==> config.mk <==
export PLATFORM = sky130hd
export DESIGN_NAME = simple_cpu_control
export DESIGN_NICKNAME = d
export VERILOG_FILES = /design/src/rtl/simple_cpu_control.sv
export SDC_FILE = /design/constraint.sdc
export NUM_CORES = 1
export LEC_CHECK = 0
export BUFFER_PORTS_ARGS = -buffer_cell sky130_fd_sc_hd__buf_2
export CORE_AREA = 3 3 40 42
export DETAILED_ROUTE_END_ITERATION = 12
export DIE_AREA = 0 0 43 45
export MAX_ROUTING_LAYER = met4
export PLACE_DENSITY = 0.49
export SLEW_MARGIN = 10
export SYNTH_ARGS = -nofsm -noshare
export SYNTH_HDL_FRONTEND = slang
export SYNTH_SLANG_ARGS = --single-unit
export TNS_END_PERCENT = 5
==> constraint.sdc <==
create_clock -name clk -period 1.32 [get_ports clk]
set_input_delay 0.132 -clock clk [delete_from_list [all_inputs] [get_ports clk]]
set_output_delay 0.132 -clock clk [all_outputs]
set_load 0.005 [all_outputs]
==> src/rtl/simple_cpu_control.sv <==
// Multi-cycle fetch/decode/execute control FSM for a small accumulator CPU.
// Define SIMPLE_CPU_ILLEGAL_TRAP_EN to send undefined opcodes to a sticky TRAP state.
module simple_cpu_control #(
  parameter int N   = 8,
  parameter int OPW = 4
) (
  input  logic           clk,
  input  logic           rst,
  input  logic [OPW-1:0] opcode,
  input  logic           zero,
  input  logic           mem_ready,
  output logic           pc_inc,
  output logic           pc_load,
  output logic           mar_en,
  output logic           mar_sel,
  output logic           ir_en,
  output logic           acc_en,
  output logic [1:0]     alu_op,
  output logic           mem_rd,
  output logic           mem_we,
  output logic           halted,
  output logic           illegal,
  output logic [2:0]     state
);

  localparam logic [2:0] S_RST  = 3'd0;
  localparam logic [2:0] S_F1   = 3'd1;
  localparam logic [2:0] S_F2   = 3'd2;
  localparam logic [2:0] S_DEC  = 3'd3;
  localparam logic [2:0] S_EX   = 3'd4;
  localparam logic [2:0] S_HALT = 3'd5;
  localparam logic [2:0] S_TRAP = 3'd6;

  localparam logic [OPW-1:0] OP_NOP = OPW'(0);
  localparam logic [OPW-1:0] OP_LDA = OPW'(1);
  localparam logic [OPW-1:0] OP_STA = OPW'(2);
  localparam logic [OPW-1:0] OP_ADD = OPW'(3);
  localparam logic [OPW-1:0] OP_SUB = OPW'(4);
  localparam logic [OPW-1:0] OP_JMP = OPW'(5);
  localparam logic [OPW-1:0] OP_JZ  = OPW'(6);
  localparam logic [OPW-1:0] OP_HLT = OPW'(15);

  // The opcode is the top OPW bits of an N-bit instruction word.
  if (OPW > N) begin : g_bad_width
    $error("simple_cpu_control: OPW must not exceed N");
  end

  logic [2:0] state_reg;
  logic [2:0] state_next;

  always_ff @(posedge clk or negedge rst) begin
    if (!rst) begin
      state_reg <= S_RST;
    end else begin
      state_reg <= state_next;
    end
  end

  assign state = state_reg;

  always_comb begin
    state_next = state_reg;
    pc_inc     = 1'b0;
    pc_load    = 1'b0;
    mar_en     = 1'b0;
    mar_sel    = 1'b0;
    ir_en      = 1'b0;
    acc_en     = 1'b0;
    alu_op     = 2'b00;
    mem_rd     = 1'b0;
    mem_we     = 1'b0;
    halted     = 1'b0;
    illegal    = 1'b0;
    case (state_reg)
      S_RST: state_next = S_F1;
      S_F1: begin
        mar_en     = 1'b1;
        state_next = S_F2;
      end
      S_F2: begin
        mem_rd = 1'b1;
        if (mem_ready) begin
          ir_en      = 1'b1;
          pc_inc     = 1'b1;
          state_next = S_DEC;
        end
      end
      S_DEC: begin
        case (opcode)
          OP_NOP: state_next = S_F1;
          OP_HLT: state_next = S_HALT;
          OP_JMP: begin
            pc_load    = 1'b1;
            state_next = S_F1;
          end
          OP_JZ: begin
            pc_load    = zero;
            state_next = S_F1;
          end
          OP_LDA, OP_STA, OP_ADD, OP_SUB: begin
            mar_en     = 1'b1;
            mar_sel    = 1'b1;
            state_next = S_EX;
          end
          default: begin
`ifdef SIMPLE_CPU_ILLEGAL_TRAP_EN
            state_next = S_TRAP;
`else
            state_next = S_F1;
`endif
          end
        endcase
      end
      S_EX: begin
        // IR is frozen here, so the opcode still names the instruction being executed.
        if (opcode == OP_STA) begin
          mem_we = 1'b1;
          if (mem_ready) begin
            state_next = S_F1;
          end
        end else begin
          mem_rd = 1'b1;
          if (mem_ready) begin
            acc_en     = 1'b1;
            state_next = S_F1;
            case (opcode)
              OP_ADD:  alu_op = 2'b01;
              OP_SUB:  alu_op = 2'b10;
              default: alu_op = 2'b00;
            endcase
          end
        end
      end
      S_HALT: halted = 1'b1;
      S_TRAP: begin
`ifdef SIMPLE_CPU_ILLEGAL_TRAP_EN
        illegal = 1'b1;
`endif
        state_next = S_TRAP;
      end
      default: state_next = S_RST;
    endcase
  end

endmodule

==> results of run 1 <==
## layout by cell type, fill, tap and decap left out, types with 2 or more instances in the layout
cell type	netlist	routed
buf_2	0	21
o21ai_0	4	4
dfrtp_2	0	2
nor3_1	4	3
clkbuf_4	0	3
nor2_1	7	6
nand2_1	5	5
nand2b_1	2	2
buf_4	2	8
nor2b_1	3	2
a211oi_1	3	3
## logic make-up (layout without fill, tap and decap cells)
logic type	after synthesis	in the layout	share of synthesized area
AO/OA/AOI/OAI	9	9	0.172
multiplexers	1	1	0.0360
AND/OR/NAND/NOR	28	28	0.456
buffers and inverters	5	36	0.0840
other	1	1	0.0120
flip-flops	3	3	0.240
## power by group through the flow
stage / clock network (mW) / logic [mW] / registers, mW
floorplan: 0 / 0.241 / 0.173
global placement: 0 / 0.397 / 0.200
detailed placement: 0 / 0.396 / 0.200
CTS: 0.170 / 0.460 / 0.205
global route: 0.173 / 0.554 / 0.223
finish: 0.163 / 0.484 / 0.214
## final timing paths
check / cells past startpoint / slack, ns / endpoint
worst max-delay path: 5 / -0.01 / ir_en
worst min-delay path: 2 / 0.21 / state[2]
worst max register to register: 4 / 0.21 / state[2]
worst min register to register: 1 / 0.61 / state[1]
max in group asynchronous: 2 / 0.99 / state[0]
min in group clk: 3 / 0.21 / state[0]
## critical path: stages, from the launching register on
cell and delay (ns):
dfrtp_2 0.43, inv_2 0.07, nor2_2 0.04, buf_4 0.13
and3_1 0.17, buf_2 0.12
## layer usage
| layer | wire [um] | up-vias |
|---|---|---|
| met2 | 459 | 14 |
| met4 | 0 | 0 |
| li1 | - | 223 |
| met5 | 0 | - |
| met3 | 65 | 0 |
| met1 | 398 | 176 |
## cell type report
class                   instances  area, um^2
clock buffers                   4        26.3
multi-input cells              39         239
fillers                       144         741
well taps                      15        18.8
inverters                       2        7.51
repair buffers                 30         175
flip-flops and latches          3        77.6
## what timing repair did
action                                  CTS  global route
resized for setup                         6             4
buffers inserted                          2             1
hold buffers                              1             0
endpoints found under the setup margin   10            10
pin swaps                                 2             0
hold endpoints to repair                  3             0
==> results.md, run 1 <==
- The flow ran to the end, but the final reports show violations.
- The final reports fail on setup timing.
- The detail route stage leaves a number of antenna-violating nets equal to 0.
- The start-to-end type of the worst setup path is flip-flop to output pin.
- From synthesis to final layout, the design area changed by 74.0%.
- The tightest hold path in the finished design has a slack of 0.209 ns.
- After clock tree synthesis, the clock-pin slew on the worst setup and hold paths is 0.04 ns.
- The length of the first detailed-routing pass in iterations is 2.
- The tool flagged a number of max-cap violations equal to 0.
- The placeable core region is 1280 um^2.
- The number of pins with negative max-slew slack in the final report was 0.
- The proportion of total power due to net switching is 0.411.
- The data arrival at the endpoint of the critical path is 1.20 ns.
- The final standard cell area without fillers is 544 um^2.
- The most critical setup path has its startpoint at state[1].
- The number of warnings issued by yosys is 0.
- The cell area that synthesis handed to floorplanning was 313 um^2.
- The count of port buffers added during placement is 21.
- The clock passes through at most 2 buffers.
- The number of placed instances, taps included, is 85.
- The library cell used as clock root buffer is clkbuf_4.
- The number of clock buffers added by TritonCTS is 3.
- The area fraction of the dominant cell type after synthesis is 0.240.
- The number of setup violations in the final report is 3.
- The clock reaches the later pin of the worst-skew pair after 0.24 ns.
- The cell area reported after detailed placement is 455 um^2.
- The synthesized design contains 3 register bits.
- The analysis attributes to cell leakage a power of 0.273 nW.
- In the global route stage, met1 resource usage came out at 0.106.
- In this run the number of H-tree levels came out at 1.
- The type of the tightest min-delay check is primary input to async pin.
- The number of I/O pins is 23.
- The internal power contribution is 0.508 mW.
- nor2_1 is the most common cell in the netlist.
- The met3 usage is 0.0319.
- Summed over all nets, the half-perimeter wirelength after detailed placement is 686 um.
- The final wirelength is 923 um.
- The horizontal die dimension is 43 um.
- For the finished layout, the period the worst path requires is 1.33 ns.
- The congestion estimate from routability-driven global placement came to 0.786.
- Setup total negative slack on the finished layout was measured at -0.0299 ns.
- The met2 capacity usage during global routing is 0.159.
- The worst clock skew on the final layout is 0.00575 ns.
- The number of flops mapped to enable cells by yosys is 0.
- The number of flip-flops in the largest register is 3.
- Summed over all nets, the switching power comes to 0.354 mW.
- In the final design database the tool counted 87 nets.
- The peak clock frequency supported by timing is 0.751 GHz.
- The endpoint required time on the critical path is 1.19 ns.
- The number of inserted diodes is 0.
- The setup slack after layout is -0.0117 ns.
- The clock power share is 0.190.
- Summing over every cut layer, the via total after detailed routing is 413.
- The worst setup path is captured at an output pin.
- In the final layout, the share of cells above drive strength 1 is 0.538.
- The cell accounting for the most synthesized area is dfrtp_1.
- The detailed-route wire length per cell is 9.92 um.
- By area the synthesized netlist is led by dfrtp_1 24%, nor2_1 8.4%, a211oi_1 7.2%, nor3_1 6.4%, o21ai_0 6.4%.
- The number of rows created at floorplan is 13.
- Once layout is complete, the utilization of the core stands at 0.424.
- The total DRC errors in the routed layout is 0.
- The number of antenna violations at the first check in global routing is 0.
- The combinational cell fraction of total power is 0.562.
- The die outline area is 1940 um^2.
- The via count of the first global-routing pass is 380.
- TritonCTS built the clock tree.
- The routed via count divided by cell count is 4.44.
- The fraction of power consumed by sequential logic is 0.248.
- In the synthesized netlist, the number of instances is 47.
- The finished layout holds 93 standard cells, fillers aside.
- Of all nets on the critical path, the largest fanout is 3.
- Setup repair after global routing could not meet its margin everywhere.
- The maximum resistive drop on vdd is 0.536 mV.
- The distinct cell type count of the synthesized netlist is 20.
- The synthesized net count is 55.
- After global routing, the most crowded layer is met2.
- By count the netlist is led by 7 x nor2_1, 5 x nand2_1, 4 x nor3_1, 4 x o21ai_0.
- The share of synthesized flip-flops with an asynchronous set or reset is 1.00.
- The final count of hold timing violations is 0.
- Entering global routing, the biggest net connects 11 pins.
- The total congestion overflow after global routing is 0.
- The beginning of the worst register-to-register path is state[2].
- The number of clock sinks is 3.
- Of the available clock period, the critical path in the final layout requires 1.01.
- The die outline height is 45 um.
- The worst-case setup slack after placement is 0.0446 ns.
- The proportion of synthesized chip area in sequential cells is 0.240.
- The power density over the cells is 1580 nW/um^2.
- The dominant synthesized flop cell is dfrtp_1.
- The design draws 0.862 mW.
- After the first detailed-routing iteration, the DRC count stood at 3.
- For this run, the total global-route usage over all layers was measured as 0.109.
- Each instance of the synthesized netlist takes up on average 6.66 um^2.
- The initial utilization of the core area, before any placement, comes to 0.243.
- The first global-routing pass estimated 1450 um of wire.
- The kind of launch point of the worst setup path is a flip-flop.
Note: power is estimated with default switching activity, not from simulation.
==> run 2: changes to the inputs <==
Settings changed: BUFFER_PORTS_ARGS -buffer_cell sky130_fd_sc_hd__buf_2 to -buffer_cell sky130_fd_sc_hd__clkbuf_2.
==> run 2 against run 1 <==
Against the previous run: the run still ends with setup timing left; register-to-register slack lost 0.06 ns; utilization is 0.97 points higher; combinational power rose by 9.1%; cell count shrank 1.1%; clock skew is 0.0032 ns lower; die area did not move; largest cell class unchanged.
==> results.md, run 2 (synthesis results as in run 1) <==
- The final reports fail on setup timing.
- The global routing stage identified its most utilized layer as met2.
- The via count of the first global-routing pass came to 369.
- Measured in cells, the most critical reg-to-reg path has a length of 4.
- Prior to clock tree synthesis, the placed netlist has a worst setup slack of -0.00450 ns.
- The first-pass GRT wire length is 1480 um.
- Counting buffers and inverters, the worst setup path is 3 cells deep.
- The power density over the cells is 1630 nW/um^2.
- The number of placed instances, taps included, is 85.
- TritonCTS built the clock tree.
- VDD sags by at most 0.685 mV.
- The final standard cell area without fillers is 557 um^2.
- The die is 43 um wide.
- The worst setup path is captured at an output pin.
- The number of inserted diodes is 0.
- The latest clock arrival within the worst-skew pair is 0.23 ns.
- The register with the most flip-flops in the layout has 3 of them.
- The DRC violation total after the first TritonRoute iteration is 17.
- In this run the remaining antenna-violating nets after routing total 0.
- The count of port buffers added during placement is 21.
- The cell area reported after detailed placement is 455 um^2.
- No sink is reached through more buffers than the 2 on the longest clock path.
- The region available for standard cell placement spans 1280 um^2.
- The longest individual stage delay on the worst path is 0.42 ns.
- The number of antenna violations at the first check in global routing is 0.
- Setup repair after global routing could not meet its margin everywhere.
- Clock skew on the completed layout was measured at 0.00257 ns.
- The first TritonRoute pass finished after 4 iterations.
- The number of pins with negative max-slew slack in the final report is 0.
- The tightest hold path in the finished design has a slack of 0.227 ns.
- The number of clock sinks is 3.
- The number of buffers and inverters on the critical path is 1.
- The total DRC errors in the routed layout is 0.
- Counting the fill cells in the layout gives 133.
- Derived from the worst setup path, the maximum achievable clock frequency is 0.743 GHz.
- The initial cell density of the core is 0.243.
- The overall routing resource usage is 0.108.
- Along the worst path, the maximum fanout reaches 5.
- The number of vias in the routed layout is 436.
- The commonest non-fill, non-tap cell in the layout is clkbuf_2.
- Of the available clock period, the critical path in the final layout requires 1.02.
- The number of setup violations in the final report is 3.
- The leakage power of the design is 0.263 nW.
- Traced cell by cell, the critical path runs through nor2b_4, nor3b_1, clkbuf_2.
- In this run the count of I/O pins placed on the die edge is 23.
- The top cell family by delay on the critical path is flip-flops.
- Detailed placement ended at an HPWL of 674 um.
- The H-tree depth is 1.
- The final wirelength is 944 um.
- The library cells used most frequently in the layout, excluding fill and tap cells, are 17 x clkbuf_2, 6 x buf_4, 5 x nor2_1, 4 x nand2_1, 4 x buf_2.
- Dividing the detail-routed via count by the number of cells gives 4.74.
- The total congestion overflow after global routing is 0.
- The number of non-filler instances in the completed layout is 92.
- The max capacitance violation total is 0.
- The detailed-route wire length per cell is 10.3 um.
- The run finished, with violations left.
- The floorplan step set the die height to 45 um.
- The maximum number of pins on one net before global-route repair is 11.
- The type of the tightest min-delay check is primary input to async pin.
- The kind of launch point of the worst setup path is a flip-flop.
- The initialized floorplan defines 13 standard-cell rows.
- The die outline area is 1940 um^2.
- The met1 capacity usage during global routing is 0.123.
- The total clock buffers created by CTS is 3.
- In the final layout, the share of cells above drive strength 1 is 0.584.
- The met3 usage is 0.0279.
- The total negative slack for setup checks is -0.0495 ns.
- The weighted congestion reported at the end of routability-driven placement is 0.775.
- Counting I/O delays and the setup requirement, the final critical path takes 1.35 ns.
- After clock tree synthesis, the clock-pin slew on the worst setup and hold paths is 0.04 ns.
- After the last flow step, the layout net total stands at 86.
- Among all stages on the critical path, the largest delay is contributed by dfrtp_2.
- The worst setup path is of the flip-flop to output pin kind.
- STA puts the critical path data required time at 1.19 ns.
- For met2 alone, demand over resource in global routing was 0.153.
- Compared with the post-synthesis result, the final layout area differs by 78.0%.
- The library cell used as clock root buffer is clkbuf_4.
- Data arrives at the worst endpoint at 1.21 ns.
- The setup slack after layout is -0.0252 ns.
- The final count of hold timing violations came to 0.
==> run 2: per-stage QoR <==
stage | utilization | power [mW]
after floorplan | - | 0.414
after global placement | 0.354 | 0.597
after detailed placement | 0.354 | 0.595
after CTS | 0.425 | 0.887
after global routing | 0.433 | 0.999
final | 0.433 | 0.909
==> run 2: layer usage <==
| layer | vias up | routed length, um |
|---|---|---|
| met1 | 196 | 405 |
| li1 | 222 | - |
| met4 | 0 | 0 |
| met5 | - | 0 |
| met2 | 18 | 475 |
| met3 | 0 | 63 |
==> run 2: report_power, final <==
| group | leakage, nW | internal [mW] | switching, mW |
|---|---|---|---|
| logic | 0.215 | 0.273 | 0.255 |
| registers | 0.0335 | 0.142 | 0.0810 |
| clock network | 0.0150 | 0.113 | 0.0458 |
| total | 0.263 | 0.528 | 0.381 |
==> run 2: cell type report <==
type                       instances  area, um^2  area share
timing repair buffer              29         171       0.308
inverter                           2        7.51      0.0135
tap                               15        18.8      0.0337
multi-input combinational         39         254       0.456
sequential                         3        78.8       0.142
clock buffer                       4        26.3      0.0472
==> run 2: final timing paths <==
path                            from       end  slack (ns)
hold reg to reg             state[0]  state[1]        0.61
setup / recovery            state[2]    mem_we       -0.03
max in group asynchronous        rst  state[1]        0.97
min in group clk           mem_ready  state[0]        0.23
hold / removal                   rst  state[2]        0.23
setup reg to reg            state[2]  state[2]        0.15
==> run 2: worst reg2reg max path: cells and delay by family (launching register included) <==
family | cells | cell delay, ns
flops | 1 | 0.44
simple gates | 2 | 0.32
compound gates | 2 | 0.28
==> run 2: repair_timing <==
| action | CTS | global route |
|---|---|---|
| buffers inserted | 2 | 0 |
| setup endpoints to repair | 11 | 11 |
| pin swaps | 3 | 1 |
| endpoints found under the hold margin | 3 | 0 |
| resized for setup | 12 | 9 |
| hold buffers | 1 | 0 |
==> run 3: changes to the inputs <==
--- a/config.mk
+++ b/config.mk
@@ -11,5 +11,5 @@
 export DIE_AREA = 0 0 43 45
 export MAX_ROUTING_LAYER = met4
-export PLACE_DENSITY = 0.49
+export PLACE_DENSITY = 0.55
 export SLEW_MARGIN = 10
 export SYNTH_ARGS = -nofsm -noshare
==> constraint.sdc (replaced) <==
create_clock -name clk -period 1.7 [get_ports clk]
set_input_delay 0.255 -clock clk [delete_from_list [all_inputs] [get_ports clk]]
set_output_delay 0.255 -clock clk [all_outputs]
set_load 0.005 [all_outputs]
==> run 3 against run 2 <==
Against the previous run: the flow now finishes without violations; cell count is 7.6% lower; design area is 13% lower; clock power is 22% lower; non-clock buffer count is 7 lower; first-iteration DRC count is 76% lower.
==> results.md, run 3 (synthesis results as in run 1) <==
- The via count of the first global-routing pass is 357.
- The critical path in this run is classified as flip-flop to output pin.
- The floorplan step set the die width to 43 um.
- The weighted congestion reported at the end of routability-driven placement is 0.754.
- The destination of the worst register-to-register timing path is state[2].
- In this run the number of cells on the critical path is 5.
- The layout filler cell count is 145.
- Once routing completed, OpenROAD measured the worst setup slack at 0.115 ns.
- The number of rows created at floorplan is 13.
- The nature of the critical path endpoint is an output pin.
- The half-perimeter wire length after detailed placement is 679 um.
- The analysis attributes to cell leakage a power of 0.227 nW.
- Relative to the synthesized area, the layout overhead comes to 55.6%.
- The top cell family by delay on the critical path is simple AND/OR/NAND/NOR gates.
- The startpoint identified for the worst register-to-register timing path is state[2].
- The die outline height is 45 um.
- Based on the critical path, the design can be clocked at up to 0.631 GHz.
- For this configuration, the core starts out at a cell density of 0.243.
- Setup repair after global routing left no endpoint under its margin.
- The length of the first detailed-routing pass in iterations is 3.
- The register with the most flip-flops in the layout has 3 of them.
- The core region is 1280 um^2.
- The number of buffers added for setup after CTS is 0.
- The endpoint with the worst hold slack is state[0].
- The library cells used most frequently in the layout, excluding fill and tap cells, are 21 x clkbuf_2, 6 x nor2_1, 4 x o21ai_0, 4 x nand2_1.
- Summing over every cut layer, the via total after detailed routing is 394.
- The number of inserted diodes is 0.
- The final wirelength is 904 um.
- The startpoint of the tightest hold check path is mem_ready.
- Summing all non-filler instances in the final layout gives an area of 487 um^2.
- The number of instances on the worst hold path is 3.
- The latest clock arrival within the worst-skew pair is 0.23 ns.
- STA classifies the critical path startpoint as a flip-flop.
- The number of pins with negative max-slew slack in the final report is 0.
- The worst-case setup slack after placement is 0.122 ns.
- Setup violations remaining at the end of the flow were counted as 0.
- The total negative slack for setup checks is 0 ns.
- The longest individual stage delay on the worst path is 0.42 ns.
- The tree is rooted in a clkbuf_4.
- The number of antenna violations at the first check in global routing came to 0.
- Among all stages on the critical path, the largest delay is contributed by dfrtp_2.
- At the end of the flow, the number of nets in the layout was 79.
- After detailed routing, the number of remaining DRC violations is 0.
- After detailed placement, the total cell area comes to 418 um^2.
- The worst clock skew on the final layout is 0.00152 ns.
- The tree built by TritonCTS fans out to 3 sinks.
- The clock tree from TritonCTS is done.
- The power density over the cells is 1260 nW/um^2.
- CTS built an H-tree with a depth of 1.
- The share of post-route cells with drive strength above 1 is 0.471.
- The count of nets left with antenna violations after detail routing is 0.
- Clock-pin slew was measured on the worst setup and hold paths at 0.04 ns.
- The maximum number of pins on one net before global-route repair is 11.
- 23 I/O pins were placed.
- The final count of hold timing violations was 0.
- The setup check on the worst reg-to-reg path leaves a slack of 0.54 ns.
- The die covers 1940 um^2.
- Port buffering added 21 buffers.
- The clock period minus worst slack is 1.59 ns.
- Max-cap violations in this run came to 0.
- STA puts the critical path data arrival time at 1.33 ns.
- The tightest min-delay check is of the primary input to flip-flop type.
- The DRC violation total after the first TritonRoute iteration is 4.
- Walking the worst path, the cells encountered are inv_1, nor2_4, nand2_2, nor3_2, clkbuf_2.
- Counting cells, the worst reg-to-reg path comes to 4.
- After detailed routing, the number of vias per cell comes to 4.64.
- The critical path buffer and inverter count is 2.
- The first-pass GRT wire length is 1480 um.
- The largest driver fanout on the critical path is 5.
- The worst hold-check slack is 0.337 ns.
- The total clock buffers created by CTS is 3.
- The detailed-route wire length per cell is 10.6 um.
- The commonest non-fill, non-tap cell in the layout is clkbuf_2.
- No sink is reached through more buffers than the 2 on the longest clock path.
- The overall routing resource usage is 0.106.
- IR analysis of the VDD net gives a maximum drop of 0.431 mV.
- For the worst setup path, the data required time is 1.44 ns.
- The flow ran to the end, and the final reports show no timing, DRC or antenna violations.
- Dividing the final minimum period by the clock period gives 0.933.
- The total congestion overflow after global routing is 0.
[run 3: worst register-to-register path: stages, from the launching register on]
cell	delay (ns)
dfrtp_2	0.46
nor2b_4	0.16
and2_1	0.16
a31oi_1	0.15
o21ai_0	0.10
[run 3: worst max-delay path by stage]
stage | from | end | slack [ns]
after floorplan | opcode[0] | mar_en | 0.42
after global placement | opcode[0] | mar_en | 0.12
final | state[1] | pc_load | 0.11
after global routing | state[1] | pc_load | 0.01
after CTS | state[2] | acc_en | 0.03
after detailed placement | opcode[0] | mar_en | 0.12
[run 3: layout make-up]
type / count / area (um^2) / area share
timing repair buffer: 22 / 115 / 0.237
inverter: 2 / 7.51 / 0.0154
tap: 15 / 18.8 / 0.0386
multi-input combinational: 39 / 241 / 0.496
sequential: 3 / 77.6 / 0.159
clock buffer: 4 / 26.3 / 0.0540
[run 3: where the power goes]
group	switching, mW	total, mW	internal (mW)
sequential	0.0712	0.179	0.107
combinational	0.164	0.311	0.147
clock	0.0361	0.124	0.0879
[run 3: routing by layer]
layer | vias to the layer above | global-route usage | wire length, um
li1 | 206 | - | -
met1 | 167 | 0.135 | 425
met2 | 19 | 0.150 | 384
met3 | 2 | 0.0120 | 83
met4 | 0 | 0.0904 | 11
met5 | - | - | 0
[run 3: stage by stage]
stage	power, mW	instances	utilization
after floorplan	0.322	47	-
after global placement	0.431	80	0.325
after detailed placement	0.432	80	0.325
after CTS	0.570	85	0.355
after global routing	0.680	85	0.379
final	0.614	85	0.379
[run 3: repair_timing]
| action | in CTS | in global routing |
|---|---|---|
| gates resized for setup | 1 | 9 |
| cloned | 0 | 0 |
| endpoints found under the setup margin | 1 | 8 |
| endpoints found under the hold margin | 3 | 0 |
| hold buffers | 1 | 0 |
